--- config.mk ---
export PLATFORM = sky130hd
export DESIGN_NAME = layer_compositor_ctrl
export DESIGN_NICKNAME = d
export VERILOG_FILES = /design/src/rtl/compositor_pkg.sv /design/src/rtl/compositor_cfg_shadow.sv /design/src/rtl/layer_compositor_ctrl.sv
export SDC_FILE = /design/constraint.sdc
export NUM_CORES = 1
export LEC_CHECK = 0
export BUFFER_PORTS_ARGS = -buffer_cell sky130_fd_sc_hd__buf_2
export CORE_AREA = 5 5 111 124
export CTS_BUF_LIST = sky130_fd_sc_hd__clkbuf_8
export CTS_CLUSTER_SIZE = 12
export DETAILED_ROUTE_END_ITERATION = 8
export DIE_AREA = 0 0 116 129
export PLACE_DENSITY = 0.78
export SYNTH_ARGS = -nofsm -noshare
export SYNTH_HDL_FRONTEND = slang
export SYNTH_SLANG_ARGS = --single-unit
--- constraint.sdc ---
create_clock -name clk -period 4.2 [get_ports clk]
set_clock_uncertainty 0.1 [all_clocks]
set_input_delay 0.84 -clock clk [delete_from_list [all_inputs] [get_ports clk]]
set_output_delay 0.84 -clock clk [all_outputs]
set_load 0.005 [all_outputs]
--- src/rtl/compositor_pkg.sv ---
// compositor_pkg: shared types and constants for the layer compositor.
//   - pixel/timing widths (RGB_W, HC_W, VC_W)
//   - layer_cfg_t   : per-layer enable and priority entry
//   - timing_t      : bundled VGA timing signals carried down the pipeline
//   - cfg_state_t   : configuration commit FSM states
//   - debug palette colours used when COMPOSITOR_SEL_DEBUG_EN is defined
package compositor_pkg;

  localparam int unsigned RGB_W      = 12;
  localparam int unsigned HC_W       = 11;
  localparam int unsigned VC_W       = 10;
  // Priority storage width; the configured PRIO_W is zero-extended into it.
  localparam int unsigned PRIO_MAX_W = 8;

  localparam logic [RGB_W-1:0] RGB_BLACK = '0;

  localparam logic [RGB_W-1:0] DBG_RGB_L0 = 12'hF00;
  localparam logic [RGB_W-1:0] DBG_RGB_L1 = 12'h0F0;
  localparam logic [RGB_W-1:0] DBG_RGB_L2 = 12'h00F;
  localparam logic [RGB_W-1:0] DBG_RGB_L3 = 12'hFF0;
  localparam logic [RGB_W-1:0] DBG_RGB_HI = 12'hFFF;

  typedef struct packed {
    logic                  en;
    logic [PRIO_MAX_W-1:0] prio;
  } layer_cfg_t;

  typedef struct packed {
    logic [HC_W-1:0] hcount;
    logic [VC_W-1:0] vcount;
    logic            hsync;
    logic            vsync;
    logic            hblnk;
    logic            vblnk;
  } timing_t;

  typedef enum logic [1:0] {
    IDLE,
    PENDING,
    COMMIT
  } cfg_state_t;

  function automatic logic [RGB_W-1:0] debug_colour(input int unsigned idx);
    case (idx)
      0:       return DBG_RGB_L0;
      1:       return DBG_RGB_L1;
      2:       return DBG_RGB_L2;
      3:       return DBG_RGB_L3;
      default: return DBG_RGB_HI;
    endcase
  endfunction

endpackage

--- src/rtl/compositor_cfg_shadow.sv ---
// compositor_cfg_shadow: layer configuration tables and frame bookkeeping.
//   Config writes land in a shadow table; the shadow is copied to the active
//   table in a single COMMIT cycle after the first vblank rise following a
//   write, so each frame is drawn with one consistent configuration.
// Ports:
//   clk, rst            pixel clock, synchronous active-high reset
//   vblnk_in            raw vertical blank, edge-detected here
//   cfg_valid/cfg_ready config write handshake
//   cfg_layer/en/prio   config write payload
//   cfg_pending         high while the shadow holds uncommitted writes
//   act_tbl             table the select datapath samples
//   frame_cnt           vblank-rise counter, wraps at 16 bits
import compositor_pkg::*;

module compositor_cfg_shadow #(
  parameter int unsigned N_LAYERS = 4,
  parameter int unsigned PRIO_W   = 2,
  localparam int unsigned LAYER_W = $clog2(N_LAYERS)
) (
  input  logic                           clk,
  input  logic                           rst,
  input  logic                           vblnk_in,
  input  logic                           cfg_valid,
  output logic                           cfg_ready,
  input  logic [LAYER_W-1:0]             cfg_layer,
  input  logic                           cfg_en,
  input  logic [PRIO_W-1:0]              cfg_prio,
  output logic                           cfg_pending,
  output layer_cfg_t [N_LAYERS-1:0]      act_tbl,
  output logic [15:0]                    frame_cnt
);

  cfg_state_t                state_q,  state_d;
  layer_cfg_t [N_LAYERS-1:0] shadow_q, shadow_d;
  layer_cfg_t [N_LAYERS-1:0] active_q, active_d;
  logic                      vblnk_q,  vblnk_d;
  logic [15:0]               fcnt_q,   fcnt_d;

  logic vblank_rise;
  logic wr_acc;
  logic wr_hit;

  function automatic layer_cfg_t reset_entry(input int unsigned i);
    layer_cfg_t e;
    e.en   = 1'b1;
    e.prio = PRIO_MAX_W'(i % (32'd1 << PRIO_W));
    return e;
  endfunction

  always_comb begin
    state_d  = state_q;
    shadow_d = shadow_q;
    active_d = active_q;
    vblnk_d  = vblnk_in;
    fcnt_d   = fcnt_q;

    vblank_rise = vblnk_in & ~vblnk_q;
    wr_acc      = cfg_valid & (state_q != COMMIT);
    // Out-of-range layers are handshaken but leave all state untouched.
    wr_hit      = wr_acc & (32'(cfg_layer) < N_LAYERS);

    for (int unsigned i = 0; i < N_LAYERS; i++) begin
      if (wr_hit && (cfg_layer == LAYER_W'(i))) begin
        shadow_d[i].en   = cfg_en;
        shadow_d[i].prio = PRIO_MAX_W'(cfg_prio);
      end
    end

    if (vblank_rise) begin
      fcnt_d = fcnt_q + 16'd1;
    end

    case (state_q)
      IDLE:    if (wr_hit) state_d = PENDING;
      PENDING: if (vblank_rise) state_d = COMMIT;
      COMMIT: begin
        active_d = shadow_q;
        state_d  = IDLE;
      end
      default: state_d = IDLE;
    endcase
  end

  always_ff @(posedge clk) begin
    if (rst) begin
      state_q <= IDLE;
      vblnk_q <= 1'b0;
      fcnt_q  <= '0;
      for (int unsigned i = 0; i < N_LAYERS; i++) begin
        shadow_q[i] <= reset_entry(i);
        active_q[i] <= reset_entry(i);
      end
    end else begin
      state_q  <= state_d;
      shadow_q <= shadow_d;
      active_q <= active_d;
      vblnk_q  <= vblnk_d;
      fcnt_q   <= fcnt_d;
    end
  end

  assign cfg_ready   = (state_q != COMMIT);
  assign cfg_pending = (state_q == PENDING);
  // During COMMIT the pixel sampled this cycle already sees the new table,
  // so the shadow is forwarded ahead of the active register update.
  assign act_tbl     = (state_q == COMMIT) ? shadow_q : active_q;
  assign frame_cnt   = fcnt_q;

endmodule

--- src/rtl/layer_compositor_ctrl.sv ---
// layer_compositor_ctrl: per-pixel layer arbiter for the VGA frame.
//   Two-stage pipeline: S1 registers timing, layer colours and candidate
//   flags (enabled & opaque, sampled against the active table); S2 picks the
//   highest-priority candidate (ties to lowest index) and registers rgb,
//   selected layer and timing. Blanking forces black, no candidate gives
//   BG_RGB. sel_layer_out MSB=1 flags background or blank.
// Ports:
//   clk, rst                 pixel clock, synchronous active-high reset
//   hcount/vcount/sync/blnk  timing in, delayed by 2 cycles on *_out
//   layer_rgb_in             layer i colour at [12i+11:12i]
//   layer_opaque_in          layer i draws at this pixel
//   cfg_*                    valid/ready layer config write port
//   rgb_out, sel_layer_out   composited pixel and winning layer
//   cfg_pending_out          shadow table awaiting commit at vblank
//   frame_cnt_out            frame counter, aligned with timing outputs
// Build option: define COMPOSITOR_SEL_DEBUG_EN to replace rgb_out with a fixed
//   palette colour identifying the winning layer.
import compositor_pkg::*;

module layer_compositor_ctrl #(
  parameter int unsigned      N_LAYERS = 4,
  parameter int unsigned      PRIO_W   = 2,
  parameter logic [RGB_W-1:0] BG_RGB   = 12'h888,
  localparam int unsigned     LAYER_W  = $clog2(N_LAYERS),
  localparam int unsigned     SEL_W    = LAYER_W + 1
) (
  input  logic                      clk,
  input  logic                      rst,
  input  logic [HC_W-1:0]           hcount_in,
  input  logic [VC_W-1:0]           vcount_in,
  input  logic                      hsync_in,
  input  logic                      vsync_in,
  input  logic                      hblnk_in,
  input  logic                      vblnk_in,
  input  logic [RGB_W*N_LAYERS-1:0] layer_rgb_in,
  input  logic [N_LAYERS-1:0]       layer_opaque_in,
  input  logic                      cfg_valid,
  output logic                      cfg_ready,
  input  logic [LAYER_W-1:0]        cfg_layer,
  input  logic                      cfg_en,
  input  logic [PRIO_W-1:0]         cfg_prio,
  output logic [HC_W-1:0]           hcount_out,
  output logic [VC_W-1:0]           vcount_out,
  output logic                      hsync_out,
  output logic                      vsync_out,
  output logic                      hblnk_out,
  output logic                      vblnk_out,
  output logic [RGB_W-1:0]          rgb_out,
  output logic [SEL_W-1:0]          sel_layer_out,
  output logic                      cfg_pending_out,
  output logic [15:0]               frame_cnt_out
);

  localparam logic [SEL_W-1:0] SEL_NONE = {1'b1, {LAYER_W{1'b0}}};

  layer_cfg_t [N_LAYERS-1:0] act_tbl;
  logic [15:0]               frame_cnt;

  compositor_cfg_shadow #(
    .N_LAYERS (N_LAYERS),
    .PRIO_W   (PRIO_W)
  ) u_cfg_shadow (
    .clk         (clk),
    .rst         (rst),
    .vblnk_in    (vblnk_in),
    .cfg_valid   (cfg_valid),
    .cfg_ready   (cfg_ready),
    .cfg_layer   (cfg_layer),
    .cfg_en      (cfg_en),
    .cfg_prio    (cfg_prio),
    .cfg_pending (cfg_pending_out),
    .act_tbl     (act_tbl),
    .frame_cnt   (frame_cnt)
  );

  // S1 state
  timing_t                                s1_tim_q,  s1_tim_d;
  logic [N_LAYERS-1:0][RGB_W-1:0]         s1_rgb_q,  s1_rgb_d;
  logic [N_LAYERS-1:0]                    s1_cand_q, s1_cand_d;
  logic [N_LAYERS-1:0][PRIO_MAX_W-1:0]    s1_prio_q, s1_prio_d;
  // Cleared by reset so the first post-reset S2 output is blank, not BG_RGB.
  logic                                   s1_vld_q,  s1_vld_d;

  // S2 state
  timing_t          tim_q,  tim_d;
  logic [RGB_W-1:0] rgb_q,  rgb_d;
  logic [SEL_W-1:0] sel_q,  sel_d;
  logic [15:0]      fcnt_q, fcnt_d;

  logic                  win_found;
  logic [LAYER_W-1:0]    win_idx;
  logic [PRIO_MAX_W-1:0] win_prio;
  logic                  blank;

  always_comb begin
    s1_tim_d = {hcount_in, vcount_in, hsync_in, vsync_in, hblnk_in, vblnk_in};
    s1_rgb_d = layer_rgb_in;
    s1_vld_d = 1'b1;
    for (int unsigned i = 0; i < N_LAYERS; i++) begin
      s1_cand_d[i] = act_tbl[i].en & layer_opaque_in[i];
      s1_prio_d[i] = act_tbl[i].prio;
    end
  end

  always_comb begin
    win_found = 1'b0;
    win_idx   = '0;
    win_prio  = '0;
    // Ascending scan with strict '>' keeps the lowest index on a tie.
    for (int unsigned i = 0; i < N_LAYERS; i++) begin
      if (s1_cand_q[i] && (!win_found || (s1_prio_q[i] > win_prio))) begin
        win_found = 1'b1;
        win_idx   = LAYER_W'(i);
        win_prio  = s1_prio_q[i];
      end
    end

    blank  = ~s1_vld_q | s1_tim_q.hblnk | s1_tim_q.vblnk;
    tim_d  = s1_tim_q;
    fcnt_d = frame_cnt;

    if (blank) begin
      rgb_d = RGB_BLACK;
      sel_d = SEL_NONE;
    end else if (!win_found) begin
`ifdef COMPOSITOR_SEL_DEBUG_EN
      rgb_d = RGB_BLACK;
`else
      rgb_d = BG_RGB;
`endif
      sel_d = SEL_NONE;
    end else begin
`ifdef COMPOSITOR_SEL_DEBUG_EN
      rgb_d = debug_colour(32'(win_idx));
`else
      rgb_d = s1_rgb_q[win_idx];
`endif
      sel_d = {1'b0, win_idx};
    end
  end

  always_ff @(posedge clk) begin
    if (rst) begin
      s1_tim_q  <= '0;
      s1_rgb_q  <= '0;
      s1_cand_q <= '0;
      s1_prio_q <= '0;
      s1_vld_q  <= 1'b0;
      tim_q     <= '0;
      rgb_q     <= '0;
      sel_q     <= SEL_NONE;
      fcnt_q    <= '0;
    end else begin
      s1_tim_q  <= s1_tim_d;
      s1_rgb_q  <= s1_rgb_d;
      s1_cand_q <= s1_cand_d;
      s1_prio_q <= s1_prio_d;
      s1_vld_q  <= s1_vld_d;
      tim_q     <= tim_d;
      rgb_q     <= rgb_d;
      sel_q     <= sel_d;
      fcnt_q    <= fcnt_d;
    end
  end

  assign hcount_out    = tim_q.hcount;
  assign vcount_out    = tim_q.vcount;
  assign hsync_out     = tim_q.hsync;
  assign vsync_out     = tim_q.vsync;
  assign hblnk_out     = tim_q.hblnk;
  assign vblnk_out     = tim_q.vblnk;
  assign rgb_out       = rgb_q;
  assign sel_layer_out = sel_q;
  assign frame_cnt_out = fcnt_q;

endmodule

# == After elaboration in Yosys (flattened, before gate mapping) ==
# Cells that the tools add are included.
# Widths: inputs -> output; s select.
# word_totals
ff_bits,218
in_bits,85
output_inout_bits,58
wordCells,105
# op_classes
addsub,1
n_lt_le_gt_ge,4
eq_ne,8
muxes,19
bitwise,11
reduce_logical,18
# ops
operator,n
$mux 36,1
$bmux 12 s2,1
$gt 8x8->1,3
$mux 12,2
$add 16x1->16 const B,1
$mux 8,2
$mux 2,5
$logic_and 1x1->1,7
$and 1x1->1,6
$eq 2x2->1 const B,3
$mux 1,6
$eq 2x1->1 const B,2
$logic_not 2->1,2
$ne 2x1->1 const B,2
$pmux 2 s2,1
$logic_not 1->1,3
$logic_or 1x1->1,3
$lt 2x3->1 const B,1
$mux 3,1
$not 1->1,3
$reduce_or 3->1,1
$ne 2x2->1 const B,1
$or 1x1->1,2
$reduce_and 2->1,1
$reduce_or 2->1,1

# == Longest topological paths before layout ==
# logic_depth
ltp_word,16
mapped_depth,21
ltp_nobuf,19

# == Hierarchy ==
# A second synthesis with hierarchy kept.
# unflattened
hier_cells,772
hier_area_um2,8282.9
# by_module_without_submodules
mod,n_inst,cells_per_inst,area_each_um2,seq_area_each_um2
layer_compositor_ctrl,1,521,5733.0,3323.2
compositor_cfg_shadow,1,251,2549.9,1341.3

# == Worst setup path after synthesis ==
# OpenSTA, ideal clock, no wires.
# synth_timing
path_type,register to register
startpoint,reg s1_cand_q[0]
endpoint,reg rgb_q[0] (netlist: rgb_out[0])
setup_ns,0.119
arrival_time_ns,3.952
required_ns,3.981
slack_ns,0.030
stages_incl_launch_ff,21
n_path_buf,1
period_less_slack_ns,4.170
cell_sequence,dfxtp_1 nand2_1 ha_1 nor2b_1 o211ai_1 nand2_1 nand2_1 and2_1 ha_1 nor2b_1 o211ai_1 and2_1 buf_2 nor2_1 a31o_2 ha_1 nor2b_1 o211a_1 a21oi_1 nand2_1 o221a_2
# synth_between
elab_chain_len,15
word_cells_on_any_way,26
cone_classes,order compare (3); mux (12); bitwise (1); reduce/logical (10)
# synth_lines
item,line_no,text
start: declaration,layer_compositor_ctrl.sv:79,"logic [N_LAYERS-1:0] s1_cand_q, s1_cand_d;"
start signal: assignment,layer_compositor_ctrl.sv:156,s1_cand_q <= s1_cand_d;
$mux 2 / $mux 1 (equally long branches),layer_compositor_ctrl.sv:111,if (s1_cand_q[i] && (!win_found || (s1_prio_q[i] > win_prio))) begin
$gt 8x8->1 / $logic_not 1->1 (equally long branches),layer_compositor_ctrl.sv:111,
$logic_or 1x1->1,layer_compositor_ctrl.sv:111,
$logic_and 1x1->1,layer_compositor_ctrl.sv:111,
$mux 8 / $mux 1 (equally long branches),layer_compositor_ctrl.sv:111,
$gt 8x8->1 / $logic_not 1->1 (equally long branches),layer_compositor_ctrl.sv:111,
$logic_or 1x1->1,layer_compositor_ctrl.sv:111,
$logic_and 1x1->1,layer_compositor_ctrl.sv:111,
$mux 8 / $mux 1 (equally long branches),layer_compositor_ctrl.sv:111,
$gt 8x8->1 / $logic_not 1->1 (equally long branches),layer_compositor_ctrl.sv:111,
$logic_or 1x1->1,layer_compositor_ctrl.sv:111,
$logic_and 1x1->1,layer_compositor_ctrl.sv:111,
$mux 2 / $mux 1 (equally long branches),layer_compositor_ctrl.sv:111,
$bmux 12 s2 / $not 1->1 (equally long branches),n/a,
$mux 12 (not written as such) / $reduce_or 3->1 (equally long branches),n/a,
end signal: assignment,layer_compositor_ctrl.sv:160,rgb_q <= rgb_d;
end: declaration,layer_compositor_ctrl.sv:86,"logic [RGB_W-1:0] rgb_q, rgb_d;"
# Parallel ways exist; a longest one is shown, timed or not. The select of a mux whose other input is x is not followed.
# A chain may end at the register's enable or synchronous reset.

# == Final worst setup path ==
# layout_timing
startpoint,reg s1_prio_q[9] (netlist name)
endpoint,reg rgb_q[2] (netlist: rgb_out[2])
# layout_between
elab_chain_len,14
word_cells_on_any_way,23
cone_classes,order compare (3); mux (10); bitwise (1); reduce/logical (9)
# layout_lines
item,line_no,text
start: declaration,layer_compositor_ctrl.sv:80,"logic [N_LAYERS-1:0][PRIO_MAX_W-1:0] s1_prio_q, s1_prio_d;"
start signal: assignment,layer_compositor_ctrl.sv:157,s1_prio_q <= s1_prio_d;
$gt 8x8->1,layer_compositor_ctrl.sv:111,
$logic_or 1x1->1,layer_compositor_ctrl.sv:111,
$logic_and 1x1->1,layer_compositor_ctrl.sv:111,
$mux 8 / $mux 1 (equally long branches),layer_compositor_ctrl.sv:111,
$gt 8x8->1 / $logic_not 1->1 (equally long branches),layer_compositor_ctrl.sv:111,
$logic_or 1x1->1,layer_compositor_ctrl.sv:111,
$logic_and 1x1->1,layer_compositor_ctrl.sv:111,
$mux 8 / $mux 1 (equally long branches),layer_compositor_ctrl.sv:111,
$gt 8x8->1 / $logic_not 1->1 (equally long branches),layer_compositor_ctrl.sv:111,
$logic_or 1x1->1,layer_compositor_ctrl.sv:111,
$logic_and 1x1->1,layer_compositor_ctrl.sv:111,
$mux 2 / $mux 1 (equally long branches),layer_compositor_ctrl.sv:111,
$bmux 12 s2 / $not 1->1 (equally long branches),n/a,
$mux 12 (not written as such) / $reduce_or 3->1 (equally long branches),n/a,
# Parallel ways exist; a longest one is shown, timed or not. The select of a mux whose other input is x is not followed.

==> impl_metrics.csv <==
group,metric,value,unit
outcome,status,"finished, final reports clean",
clock_network,clock_latency,460,ps
routing,drc,0,
yosys,synth_warnings,0,
global_route,antenna_found_initial,0,
timing,tns,0,ps
power_and_ir_drop,peakVddDrop,0.0002733,V
yosys,synthCells,562,
yosys,yosysTopAreaCell,"dfxtp_1",
setup_path,cpPeakStageDelay,420,ps
finish,fillCellCount,1094,
setup_path,critical_path.max_fanout,5,
routing,first_pass_iters,5,
setup_path,cp-end-kind,"flip-flop",
timing,whs,339.1,ps
floorplan,die_w,116,um
yosys,yosysSeqAreaShare,60.93,%
global_route,grt_use_met3,5.786,%
power_and_ir_drop,p_per_area,450.8,nW/um^2
clock_network,clk_pin_slew,80,ps
yosys,async_reset_ff_share,0,%
power_and_ir_drop,p_leak,3.247,nW
routing,drtIter0Drc,135,
routing,vias,4276,
global_route,grtUsageTotal,17.17,%
finish,antennaDiodeCount,0,
timing,worstMarginPinSlew,820.0,ps
yosys,synth_flop_cell,"dfxtp_1",
routing,vias_per_cell,4.854,
yosys,synth-edff-count,0,
timing,maxSlewHeadroom,45.33,%
global_route,grt_pass1_vias,4358,
yosys,synth_fp_nets,654,
placed_design,port_buffers,142,
clock_network,cts.sink_count,180,
floorplan,initial_core_util,47.80,%
floorplan,core_area,12370,um^2
global_route,grt_overflow_total,0,
global_route,grt_start_max_net_pins,87,
global_route,grt_use_met1,19.83,%
setup_path,critPathTopFamily,"simple AND/OR/NAND/NOR gates",
global_route,grt_pass1_wl,19.97,mm
worst_hold_path,worstHoldPathType,"flip-flop to flip-flop",
placed_design,detailed_place_hpwl,9.222,mm
clock_network,cts_made_buffers,17,
timing,finalCritPeriodShare,95.91,%
clock_network,root_buffer,"clkbuf_8",
finish,drive_above_1_share,29.01,%
setup_path,critPathLaunchType,"flip-flop",
clock_network,ctsHtreeMaxLevel,4,
global_route,grt_util_met2,28.38,%
clock_network,cts_tree,"done",
yosys,synthDistinctLibCells,49,
setup_path,slowest_stage,"dfxtp_1",
setup_path,path_class,"flip-flop to flip-flop",
timing,hold_viol_final,0,
yosys,yosys.area.top_type_share,60.93,%
timing,final_max_slew_viol_count,0,
floorplan,die-area,14960,um^2
finish,fin_nets,803,
yosys,synth.cell_area,5914,um^2
setup_path,cp_num_buf_inv,0,
timing,fmax,248.3,MHz
routing,wire_per_inst,14.40,um
routing,postRouteAntennaNets,0,
global_route,grt-busiest-layer,"met2",
clock_network,clk_path_buf_depth,2,
yosys,postSynthAreaPerCell,10.52,um^2
clock_network,hold_buffers,0,
yosys,yosys-top-cells-area,"dfxtp_1, nor2b_1, nand2_1, mux2i_1, nor2_1",
job,cap_violations,0,
setup_path,required,4470,ps
finish,syn2layout_area_growth,23.69,%
floorplan,pin_count,143,
timing,finalSetupViolations,0,
timing,min_period,4028,ps
routing,wirelength,12.68,mm
setup_path,cp_data_arrival_time,4300,ps
setup_path,crit_chain,"ha_4 -> nor2b_1 -> o211ai_1 -> nand2_1 -> nand2_1 -> and2_4 -> ha_4 -> nor2b_1 -> o211ai_1 -> and2_4 -> nor2_1 -> a31o_2 -> ha_1 -> nor2b_2 -> o211a_4 -> nor4b_4 -> o21ai_1 -> o22ai_1",
floorplan,rows,43,
placed_design,gp_congestion,0.8108,
floorplan,die_height,129,um
yosys,ys_ff_latch,180,
==> sequential cells by signal, indices dropped and copies added (netlist names), 2 cells and up <==
signal,count
frame_cnt_out,16
hcount_out,11
rgb_out,12
s1_cand_q,4
s1_prio_q,6
s1_rgb_q,48
s1_tim_q,24
sel_layer_out,3
u_cfg_shadow.active_q,10
u_cfg_shadow.frame_cnt,16
u_cfg_shadow.shadow_q,12
u_cfg_shadow.state_q,2
vcount_out,10
==> cell type report <==
| cell class | count | area, um^2 | area share [%] |
|---|---|---|---|
| sequential | 180 | 3606 | 49.29 |
| clock buffer | 19 | 261.5 | 3.574 |
| timing repair buffer | 154 | 807.0 | 11.03 |
| multi-input combinational | 351 | 2237 | 30.58 |
| inverter | 7 | 26.28 | 0.3592 |
| tap | 157 | 196.4 | 2.685 |
| clock inverter | 13 | 181.4 | 2.480 |
==> metal layers <==
layer	vias up	wire, um
met2	131	6338
li1	2155	-
met4	0	329
met3	30	867
met1	1960	5147
met5	-	0
==> path summary, 6_finish.rpt <==
kind | from | to | slack, ps | depth (start not counted)
max | s1_prio_q[9] | rgb_out[2] | 170 | 18
min | s1_tim_q[12] | vcount_out[8] | 340 | 1
max reg2reg | s1_prio_q[9] | rgb_out[2] | 170 | 18
min reg2reg | s1_tim_q[12] | vcount_out[8] | 340 | 1
==> kinds of logic (layout without fill, tap and decap cells) <==
logic type / count (synthesis) / after routing / synth area share (%)
AOI/OAI and AO/OA: 55 / 55 / 6.199
xor gates and xnor gates: 13 / 13 / 1.925
adders and majority gates: 7 / 7 / 1.481
buffers and inverters: 31 / 193 / 2.200
DFF: 180 / 180 / 60.93
muxes: 21 / 21 / 3.639
and+or+nand+nor: 255 / 255 / 23.63
==> worst reg2reg max path: cells and delay by family, from the launching register on <==
family | cells | cell delay [ps]
AOI/OAI and AO/OA | 6 | 1290
and+or+nand+nor | 9 | 1450
adders and majority gates | 3 | 710
DFF | 1 | 420
==> cell usage after synthesis, types with 3 or more instances <==
cell,count
xnor2_1,5
nor2_1,32
and2_1,4
clkbuf_1,18
dfxtp_1,180
mux2i_1,17
o32ai_1,3
xor2_1,8
nand2_1,55
nor3b_1,4
a21boi_0,3
a211oi_1,3
nand4_1,5
nand3_1,11
o21ai_1,5
o211ai_1,3
nor3_1,8
o221a_2,3
nor4_1,3
o22ai_1,5
mux2_2,3
ha_1,7
and3_1,3
nor2b_1,118
a21oi_1,18
inv_1,5
a22oi_1,5
==> layout by cell type (no fill, tap or decap), types with 3 or more instances in the layout <==
master     count
clkbuf_8      19
nor4_1         3
inv_1          5
and3_1         3
nor3_1         8
a21oi_2        3
bufinv_16      4
o21ai_1        5
nor2b_1      117
o22ai_1        5
ha_1           5
buf_2        141
o32ai_1        3
clkinv_2       4
mux2i_1       17
xnor2_1        5
nand2_1       55
nor3b_1        4
a21oi_1       15
nor2_1        32
a21boi_0       3
dfxtp_1      178
o221a_2        3
mux2_2         3
clkinv_4       3
nand4_1        5
buf_4         12
xor2_1         8
o211ai_1       3
and2_4         3
a211oi_1       3
a22oi_1        5
nand3_1       11
==> timing repair <==
| item | CTS | global route |
|---|---|---|
| gates resized for setup | 0 | 15 |
| setup buffers | 0 | 6 |
| hold endpoints to repair | 0 | 0 |
| setup endpoints to repair | 0 | 12 |
==> report_power, final <==
part           internal, mW  switching [mW]
Clock                 0.677           0.577
Sequential             1.77          0.0273
Combinational         0.118           0.124
==> metrics by stage <==
step	instance area [um^2]	utilization (%)	instances	worst slack, ps	total power, mW
final	7316	59.12	881	171.9	3.298
after global routing	7316	59.12	881	-88.65	3.450
after CTS	7216	58.31	876	81.90	3.326
after detailed placement	6773	54.73	844	109.6	2.073
after global placement	6773	54.73	844	322.3	2.062
after floorplan	5914	-	562	29.57	1.972
Note: power is estimated with default switching activity, not from simulation.
